===== config.mk =====
export PLATFORM = sky130hd
export DESIGN_NAME = ll8_arb2_flat
export DESIGN_NICKNAME = d
export VERILOG_FILES = /design/src/rtl/ll8_arb2_if.sv /design/src/rtl/ll8_arb2.sv /design/src/flat_wrapper.sv
export SDC_FILE = /design/constraint.sdc
export NUM_CORES = 1
export LEC_CHECK = 0
export BUFFER_PORTS_ARGS = -buffer_cell sky130_fd_sc_hd__buf_2
export CAP_MARGIN = 10
export CORE_AREA = 2 2 39 41
export DETAILED_ROUTE_END_ITERATION = 10
export DIE_AREA = 0 0 41 43
export PLACE_DENSITY = 0.79
export SYNTH_ARGS = -nofsm -noshare
export SYNTH_HDL_FRONTEND = slang
export SYNTH_SLANG_ARGS = --single-unit

===== constraint.sdc =====
create_clock -name clk -period 2.2 [get_ports clk]
set_input_delay 0.44 -clock clk [delete_from_list [all_inputs] [get_ports clk]]
set_output_delay 0.44 -clock clk [all_outputs]
set_load 0.01 [all_outputs]

===== src/rtl/ll8_arb2_if.sv =====
// rtl/ll8_arb2_if.sv - ll8 bus bundle for the two-source arbiter: two source ports and one output port
interface ll8_arb2_if;
  logic [7:0] data0_i;
  logic       sof0_i;
  logic       eof0_i;
  logic       error0_i;
  logic       src_rdy0_i;
  logic       dst_rdy0_o;

  logic [7:0] data1_i;
  logic       sof1_i;
  logic       eof1_i;
  logic       error1_i;
  logic       src_rdy1_i;
  logic       dst_rdy1_o;

  logic [7:0] dataout;
  logic       sof_o;
  logic       eof_o;
  logic       error_o;
  logic       src_rdy_o;
  logic       dst_rdy_i;
  logic [1:0] grant_o;

  // arbiter side
  modport slave (
    input  data0_i, sof0_i, eof0_i, error0_i, src_rdy0_i,
    output dst_rdy0_o,
    input  data1_i, sof1_i, eof1_i, error1_i, src_rdy1_i,
    output dst_rdy1_o,
    output dataout, sof_o, eof_o, error_o, src_rdy_o, grant_o,
    input  dst_rdy_i
  );

  // sources and downstream consumer side
  modport master (
    output data0_i, sof0_i, eof0_i, error0_i, src_rdy0_i,
    input  dst_rdy0_o,
    output data1_i, sof1_i, eof1_i, error1_i, src_rdy1_i,
    input  dst_rdy1_o,
    input  dataout, sof_o, eof_o, error_o, src_rdy_o, grant_o,
    output dst_rdy_i
  );
endinterface


===== src/rtl/ll8_arb2.sv =====
// rtl/ll8_arb2.sv - two-source frame-atomic ll8 arbiter, round-robin on ties
// LL8_ARB2_FIXED_PRIO_EN: when defined, ties always go to port 0
module ll8_arb2 (
  input  logic      clk,
  input  logic      reset,
  input  logic      clear,
  ll8_arb2_if.slave bus
);

  typedef enum logic [1:0] {
    IDLE = 2'd0,
    GNT0 = 2'd1,
    GNT1 = 2'd2
  } state_t;

  state_t state;
  state_t state_nxt;
  logic   last;
  logic   last_nxt;
  logic   tie_pick1;

`ifdef LL8_ARB2_FIXED_PRIO_EN
  assign tie_pick1 = 1'b0;
`else
  // last holds the port served most recently, so the other one wins a tie
  assign tie_pick1 = ~last;
`endif

  always_ff @(posedge clk or negedge reset) begin
    if (!reset) begin
      state <= IDLE;
      last  <= 1'b1;
    end else if (clear) begin
      state <= IDLE;
      last  <= 1'b1;
    end else begin
      state <= state_nxt;
      last  <= last_nxt;
    end
  end

  always_comb begin
    state_nxt      = state;
    last_nxt       = last;
    bus.dataout    = 8'h00;
    bus.sof_o      = 1'b0;
    bus.eof_o      = 1'b0;
    bus.error_o    = 1'b0;
    bus.src_rdy_o  = 1'b0;
    bus.dst_rdy0_o = 1'b0;
    bus.dst_rdy1_o = 1'b0;
    bus.grant_o    = 2'b00;
    case (state)
      IDLE: begin
        if (bus.src_rdy0_i && bus.src_rdy1_i) begin
          state_nxt = tie_pick1 ? GNT1 : GNT0;
        end else if (bus.src_rdy0_i) begin
          state_nxt = GNT0;
        end else if (bus.src_rdy1_i) begin
          state_nxt = GNT1;
        end
      end
      GNT0: begin
        bus.dataout    = bus.data0_i;
        bus.sof_o      = bus.sof0_i;
        bus.eof_o      = bus.eof0_i;
        bus.error_o    = bus.error0_i;
        bus.src_rdy_o  = bus.src_rdy0_i;
        bus.dst_rdy0_o = bus.dst_rdy_i;
        bus.grant_o    = 2'b01;
        // ownership ends only when the eof beat actually transfers
        if (bus.src_rdy0_i && bus.dst_rdy_i && bus.eof0_i) begin
          state_nxt = IDLE;
          last_nxt  = 1'b0;
        end
      end
      GNT1: begin
        bus.dataout    = bus.data1_i;
        bus.sof_o      = bus.sof1_i;
        bus.eof_o      = bus.eof1_i;
        bus.error_o    = bus.error1_i;
        bus.src_rdy_o  = bus.src_rdy1_i;
        bus.dst_rdy1_o = bus.dst_rdy_i;
        bus.grant_o    = 2'b10;
        if (bus.src_rdy1_i && bus.dst_rdy_i && bus.eof1_i) begin
          state_nxt = IDLE;
          last_nxt  = 1'b1;
        end
      end
      default: begin
        state_nxt = IDLE;
      end
    endcase
  end

endmodule


===== src/flat_wrapper.sv =====
// flat-port wrapper written by rule: the top's interface ports become plain ports
module ll8_arb2_flat 
  (clk, reset, clear, bus_data0_i, bus_sof0_i, bus_eof0_i, bus_error0_i, bus_src_rdy0_i, bus_dst_rdy0_o, bus_data1_i, bus_sof1_i, bus_eof1_i, bus_error1_i, bus_src_rdy1_i, bus_dst_rdy1_o, bus_dataout, bus_sof_o, bus_eof_o, bus_error_o, bus_src_rdy_o, bus_grant_o, bus_dst_rdy_i);
  ll8_arb2_if bus_i ();
  input  logic clk;
  input  logic reset;
  input  logic clear;
  input wire logic [$bits(bus_i.data0_i)-1:0] bus_data0_i;
  input wire logic [$bits(bus_i.sof0_i)-1:0] bus_sof0_i;
  input wire logic [$bits(bus_i.eof0_i)-1:0] bus_eof0_i;
  input wire logic [$bits(bus_i.error0_i)-1:0] bus_error0_i;
  input wire logic [$bits(bus_i.src_rdy0_i)-1:0] bus_src_rdy0_i;
  output wire logic [$bits(bus_i.dst_rdy0_o)-1:0] bus_dst_rdy0_o;
  input wire logic [$bits(bus_i.data1_i)-1:0] bus_data1_i;
  input wire logic [$bits(bus_i.sof1_i)-1:0] bus_sof1_i;
  input wire logic [$bits(bus_i.eof1_i)-1:0] bus_eof1_i;
  input wire logic [$bits(bus_i.error1_i)-1:0] bus_error1_i;
  input wire logic [$bits(bus_i.src_rdy1_i)-1:0] bus_src_rdy1_i;
  output wire logic [$bits(bus_i.dst_rdy1_o)-1:0] bus_dst_rdy1_o;
  output wire logic [$bits(bus_i.dataout)-1:0] bus_dataout;
  output wire logic [$bits(bus_i.sof_o)-1:0] bus_sof_o;
  output wire logic [$bits(bus_i.eof_o)-1:0] bus_eof_o;
  output wire logic [$bits(bus_i.error_o)-1:0] bus_error_o;
  output wire logic [$bits(bus_i.src_rdy_o)-1:0] bus_src_rdy_o;
  output wire logic [$bits(bus_i.grant_o)-1:0] bus_grant_o;
  input wire logic [$bits(bus_i.dst_rdy_i)-1:0] bus_dst_rdy_i;
  assign bus_i.data0_i = bus_data0_i;
  assign bus_i.sof0_i = bus_sof0_i;
  assign bus_i.eof0_i = bus_eof0_i;
  assign bus_i.error0_i = bus_error0_i;
  assign bus_i.src_rdy0_i = bus_src_rdy0_i;
  assign bus_dst_rdy0_o = bus_i.dst_rdy0_o;
  assign bus_i.data1_i = bus_data1_i;
  assign bus_i.sof1_i = bus_sof1_i;
  assign bus_i.eof1_i = bus_eof1_i;
  assign bus_i.error1_i = bus_error1_i;
  assign bus_i.src_rdy1_i = bus_src_rdy1_i;
  assign bus_dst_rdy1_o = bus_i.dst_rdy1_o;
  assign bus_dataout = bus_i.dataout;
  assign bus_sof_o = bus_i.sof_o;
  assign bus_eof_o = bus_i.eof_o;
  assign bus_error_o = bus_i.error_o;
  assign bus_src_rdy_o = bus_i.src_rdy_o;
  assign bus_grant_o = bus_i.grant_o;
  assign bus_i.dst_rdy_i = bus_dst_rdy_i;
  ll8_arb2 u_core (.clk(clk), .reset(reset), .clear(clear), .bus(bus_i));
endmodule

=== Yosys cells after proc, flatten, opt, wreduce, memory -nomap -nowiden ===
Index checks and enable logic that the tools add are counted.

* Logic and storage cells: 36
* Bits in registers: 3
* Input port bits: 28
* Output and inout port bits: 16

* Mux-type cells: 20
* Reductions and logical operators: 9
* Equality and inequality tests: 5

{| class="wikitable"
|+ Operators by type and width
! operator !! number
|-
| $pmux W8 S2 || 1
|-
| $mux W2 || 7
|-
| $pmux W1 S2 || 5
|-
| $ne A3 B2 Y1 const B || 2
|-
| $pmux W2 S3 || 1
|-
| $reduce_and A3 Y1 || 2
|-
| $logic_and A1 B1 Y1 || 5
|-
| $mux W1 || 5
|-
| $ne A5 B4 Y1 const B || 1
|-
| $pmux W2 S2 || 1
|-
| $reduce_bool A3 Y1 || 1
|-
| $eq A2 B1 Y1 const B || 1
|-
| $eq A2 B2 Y1 const B || 1
|-
| $logic_not A2 Y1 || 1
|}

=== Longest topological paths before layout ===
* Depth after elaboration: 5
* Depth in mapped cells: 5
* Mapped depth without buffers: 5

=== Least setup slack after synthesis ===
OpenSTA, ideal clock, no wires.

* Path type: reg-to-output
* Start: register u_core.state[0]
* End: output port bus_dataout[0]
* Arrival time: 1.245 ns
* Cell stages (with the launch flop): 6
* Data required time: 1.760 ns
* Buffers on the path: 1
* Path slack: 0.515 ns
* Path through: dfrtp_1 -> inv_1 -> ha_1 -> buf_2 -> a22oi_1 -> nor2b_1

* Cells in the longest elaborated chain, start to end: 2
* Elaborated cells between the ends (all ways): 3
* Those cells by class: eq/ne (2); mux (1)

{| class="wikitable"
|+ Ends and longest elaborated chain
! element !! RTL line !! source
|-
| from (decl) || ll8_arb2.sv:16 || <nowiki>state_t state;</nowiki>
|-
| from (signal assigned) || ll8_arb2.sv:37 || <nowiki>state <= state_nxt;</nowiki>
|-
| $eq A2 B2 Y1 or $eq A2 B1 Y1 (tied branches) || ll8_arb2.sv:53 || <nowiki>case (state)</nowiki>
|-
| $pmux W8 S2 * || ll8_arb2.sv:53 ||
|-
| to (decl) || flat_wrapper.sv:20 || <nowiki>output wire logic [$bits(bus_i.dataout)-1:0] bus_dataout;</nowiki>
|}

Mark *: on every way between the ends. The rest lies on a longest branch, timed or not.

=== Final worst setup path ===
* Start: register u_core.state[0]
* End: output port bus_dataout[2]

Same word-level chain as after synthesis.

==> run_results.csv <==
group,metric,value,unit
status,status,"complete, no violations",
logic_synthesis,synth.area.mux_share,0,%
detailed_routing,avgRoutedWirePerCell,11.3,um
detailed_routing,first_pass_iters,5,
run,drv_cap,0,
hold_path,hold_path_class,"input port to async pin",
logic_synthesis,synth_area,457,um2
clocking,postCtsSetupRepairBufs,0,
clocking,cts_max_level,1,
timing,rsz0062_at_grt,"false",
worst_setup_path,arrival,1.65,ns
timing,drv_slew,0,
place,gp_congestion,0.780,
detailed_routing,vias,592,
timing,hold_viol_final,0,
global_routing,grt-ovfl-total,0,
global_routing,grt_pass1_vias,461,
worst_setup_path,start_kind,"flop",
logic_synthesis,synth-xor-area-share,0,%
logic_synthesis,synth-simple-area-share,34.8,%
global_routing,antenna_found_initial,0,
detailed_routing,drc,0,
power,leakagePower,0.354,nW
timing,tns,0,ns
timing,fin_crit_sh,95.1,%
clocking,clkTransAtPathRegs,0.04,ns
logic_synthesis,synth_top_family_by_area,"simple AND/OR/NAND/NOR gates",
clocking,cts_buffers,3,
detailed_routing,drt_iter0_markers,12,
floorplanning,core.rowCount,14,
place,place_area,678,um2
clocking,cts_num_sinks,3,
global_routing,grt_first_pass_wirelength,1690,um
place,portBuffers,43,
clocking,cts_tree,"done",
logic_synthesis,syn-mean-instance-area,8.16,um2
timing,setup_viol,0,
timing,skew,0.000168,ns
timing,max-slew-margin-rel,69.0,%
place,dp_hpwl,1030,um
logic_synthesis,synthAdderAreaFrac,13.7,%
logic_synthesis,synth_cell_types,20,
floorplanning,initial_core_util,33.0,%
floorplanning,die_area,0.00176,mm2
worst_setup_path,crit_fanout,14,
logic_synthesis,postSynthCellCount,56,
cells_and_area,antenna_cells,0,
timing,clock.fmax,478,MHz
power,p_per_area,631,mW/mm2
cells_and_area,fin_nets,135,
floorplanning,core-area,0.00138,mm2
worst_setup_path,worst-setup-path-type,"flop to output port",
floorplanning,die_h,43,um
clocking,clockBufferDepth,2,
detailed_routing,wirelength,1330,um
global_routing,grt_max_degree,16,
logic_synthesis,yosysSeqAreaShare,16.7,%
cells_and_area,syn2layout_area_growth,57.0,%
timing,fin_crit,2.09,ns
logic_synthesis,ys_warn_count,0,
detailed_routing,vias_per_cell,5.06,
clocking,clk_latency,0.23,ns
timing,worstMarginPinSlew,0.464,ns
detailed_routing,drtAntennaViolNets,0,
clocking,cts-root-buf,"clkbuf_4",
cells_and_area,final_common_cell,"buf_2",
floorplanning,fp.dieW,41,um
logic_synthesis,synth-seq-cells,3,
global_routing,grt_use_total,13.7,%
power,peakVddDrop,402,uV
logic_synthesis,syn_nets,89,
cells_and_area,drive_above_1_share,47.5,%
floorplanning,num_io_pins,44,
cells_and_area,stdcell_area,717,um2
worst_setup_path,cp-end-kind,"output port",
cells_and_area,most-common-layout-cells,"buf_2 (43), nor2b_1 (14), a22oi_1 (12), ha_1 (4), clkbuf_4 (3)",
worst_setup_path,cp_data_required_time,1.76,ns
logic_synthesis,synth_compound_area_share,30.1,%
## flip-flops by register name, indices dropped and copies added (netlist names)
register and flops:
u_core.last 1, u_core.state 2
## worst paths after layout
kind                                              from                           to  slack [ns]  cells after the start
setup / recovery           u_core.state[0]$_DFFE_PN0P_               bus_dataout[2]        0.11                      5
hold / removal                                   reset  u_core.state[1]$_DFFE_PN0P_        0.53                      2
setup reg to reg           u_core.state[1]$_DFFE_PN0P_  u_core.state[1]$_DFFE_PN0P_        0.62                      5
hold reg to reg                u_core.last$_DFFE_PN1P_      u_core.last$_DFFE_PN1P_        0.58                      1
max in group asynchronous                        reset      u_core.last$_DFFE_PN1P_        1.47                      2
min in group clk                        bus_src_rdy0_i  u_core.state[0]$_DFFE_PN0P_        0.56                      3
## cell families (layout without fill, tap and decap cells)
kind of cell | count (synthesis) | in the layout
fa+ha+maj | 5 | 5
compound gates | 18 | 18
flops | 3 | 3
simple gates | 25 | 25
buf+inv | 5 | 50
## cells in the mapped netlist
| cell type | number | area share [%] |
|---|---|---|
| clkbuf_1 | 1 | 0.82 |
| a22oi_1 | 12 | 20 |
| nand3_1 | 2 | 2.2 |
| inv_1 | 2 | 1.6 |
| nor4b_1 | 1 | 1.9 |
| and2_1 | 2 | 2.7 |
| buf_2 | 2 | 2.2 |
| a22o_1 | 1 | 1.9 |
| nor2b_1 | 14 | 19 |
| nor3_1 | 1 | 1.1 |
| dfstp_2 | 1 | 5.8 |
| or3_1 | 1 | 1.4 |
| o22ai_1 | 2 | 2.7 |
| nand4b_1 | 2 | 3.8 |
| nand2_1 | 1 | 0.82 |
| dfrtp_1 | 2 | 11 |
| a221oi_1 | 2 | 3.8 |
| ha_1 | 5 | 14 |
| o22a_1 | 1 | 1.9 |
| or2b_1 | 1 | 1.6 |
## metal layers
| layer | global-route usage (%) | wire length [um] |
|---|---|---|
| met1 | 15.6 | 579 |
| met2 | 22.8 | 580 |
| met3 | 3.14 | 165 |
| met4 | 6.00 | 0 |
| met5 | 0 | 0 |
## worst max-delay path: stages, from the launching register on
cell and delay, ns:
dfrtp_1 0.39, inv_1 0.13, ha_1 0.46, a22oi_1 0.17, nor2b_1 0.13, buf_2 0.14
## final cells by class
| class | instances | area [um2] |
|---|---|---|
| clock buffer | 4 | 26.3 |
| fill | 141 | 667 |
| inverter | 2 | 7.51 |
| multi-input combinational | 48 | 362 |
| sequential | 3 | 76.3 |
| tap | 16 | 20.0 |
| timing repair buffer | 44 | 225 |
## metrics by stage
| stage | hold slack [ns] | cells | setup WS, ns | util (%) | total power (W) |
|---|---|---|---|---|---|
| CTS | 0.520 | 117 | 0.106 | 51.6 | 0.000458 |
| detailed placement | 0.238 | 112 | 0.364 | 49.0 | 0.000354 |
| global route | 0.529 | 117 | 0.0231 | 51.8 | 0.000491 |
| finish | 0.534 | 117 | 0.107 | 51.8 | 0.000452 |
| global placement | 0.237 | 112 | 0.414 | 49.0 | 0.000346 |
| floorplan | 0.144 | 56 | 0.515 | - | 0.000270 |
## power by group
group	internal (W)	leakage, nW	switching (W)	total (W)
Clock	0.0000679	0.0150	0.0000271	0.0000950
Sequential	0.0000747	0.0373	0.0000111	0.0000858
Combinational	0.000134	0.301	0.000138	0.000272
## timing repair
action                                 4_1_cts  5_1_grt
resized for setup                            0        1
endpoints found under the hold margin        2        0
setup endpoints to repair                    0        2
hold buffers                                 1        0
Note: power is estimated with default switching activity, not from simulation.
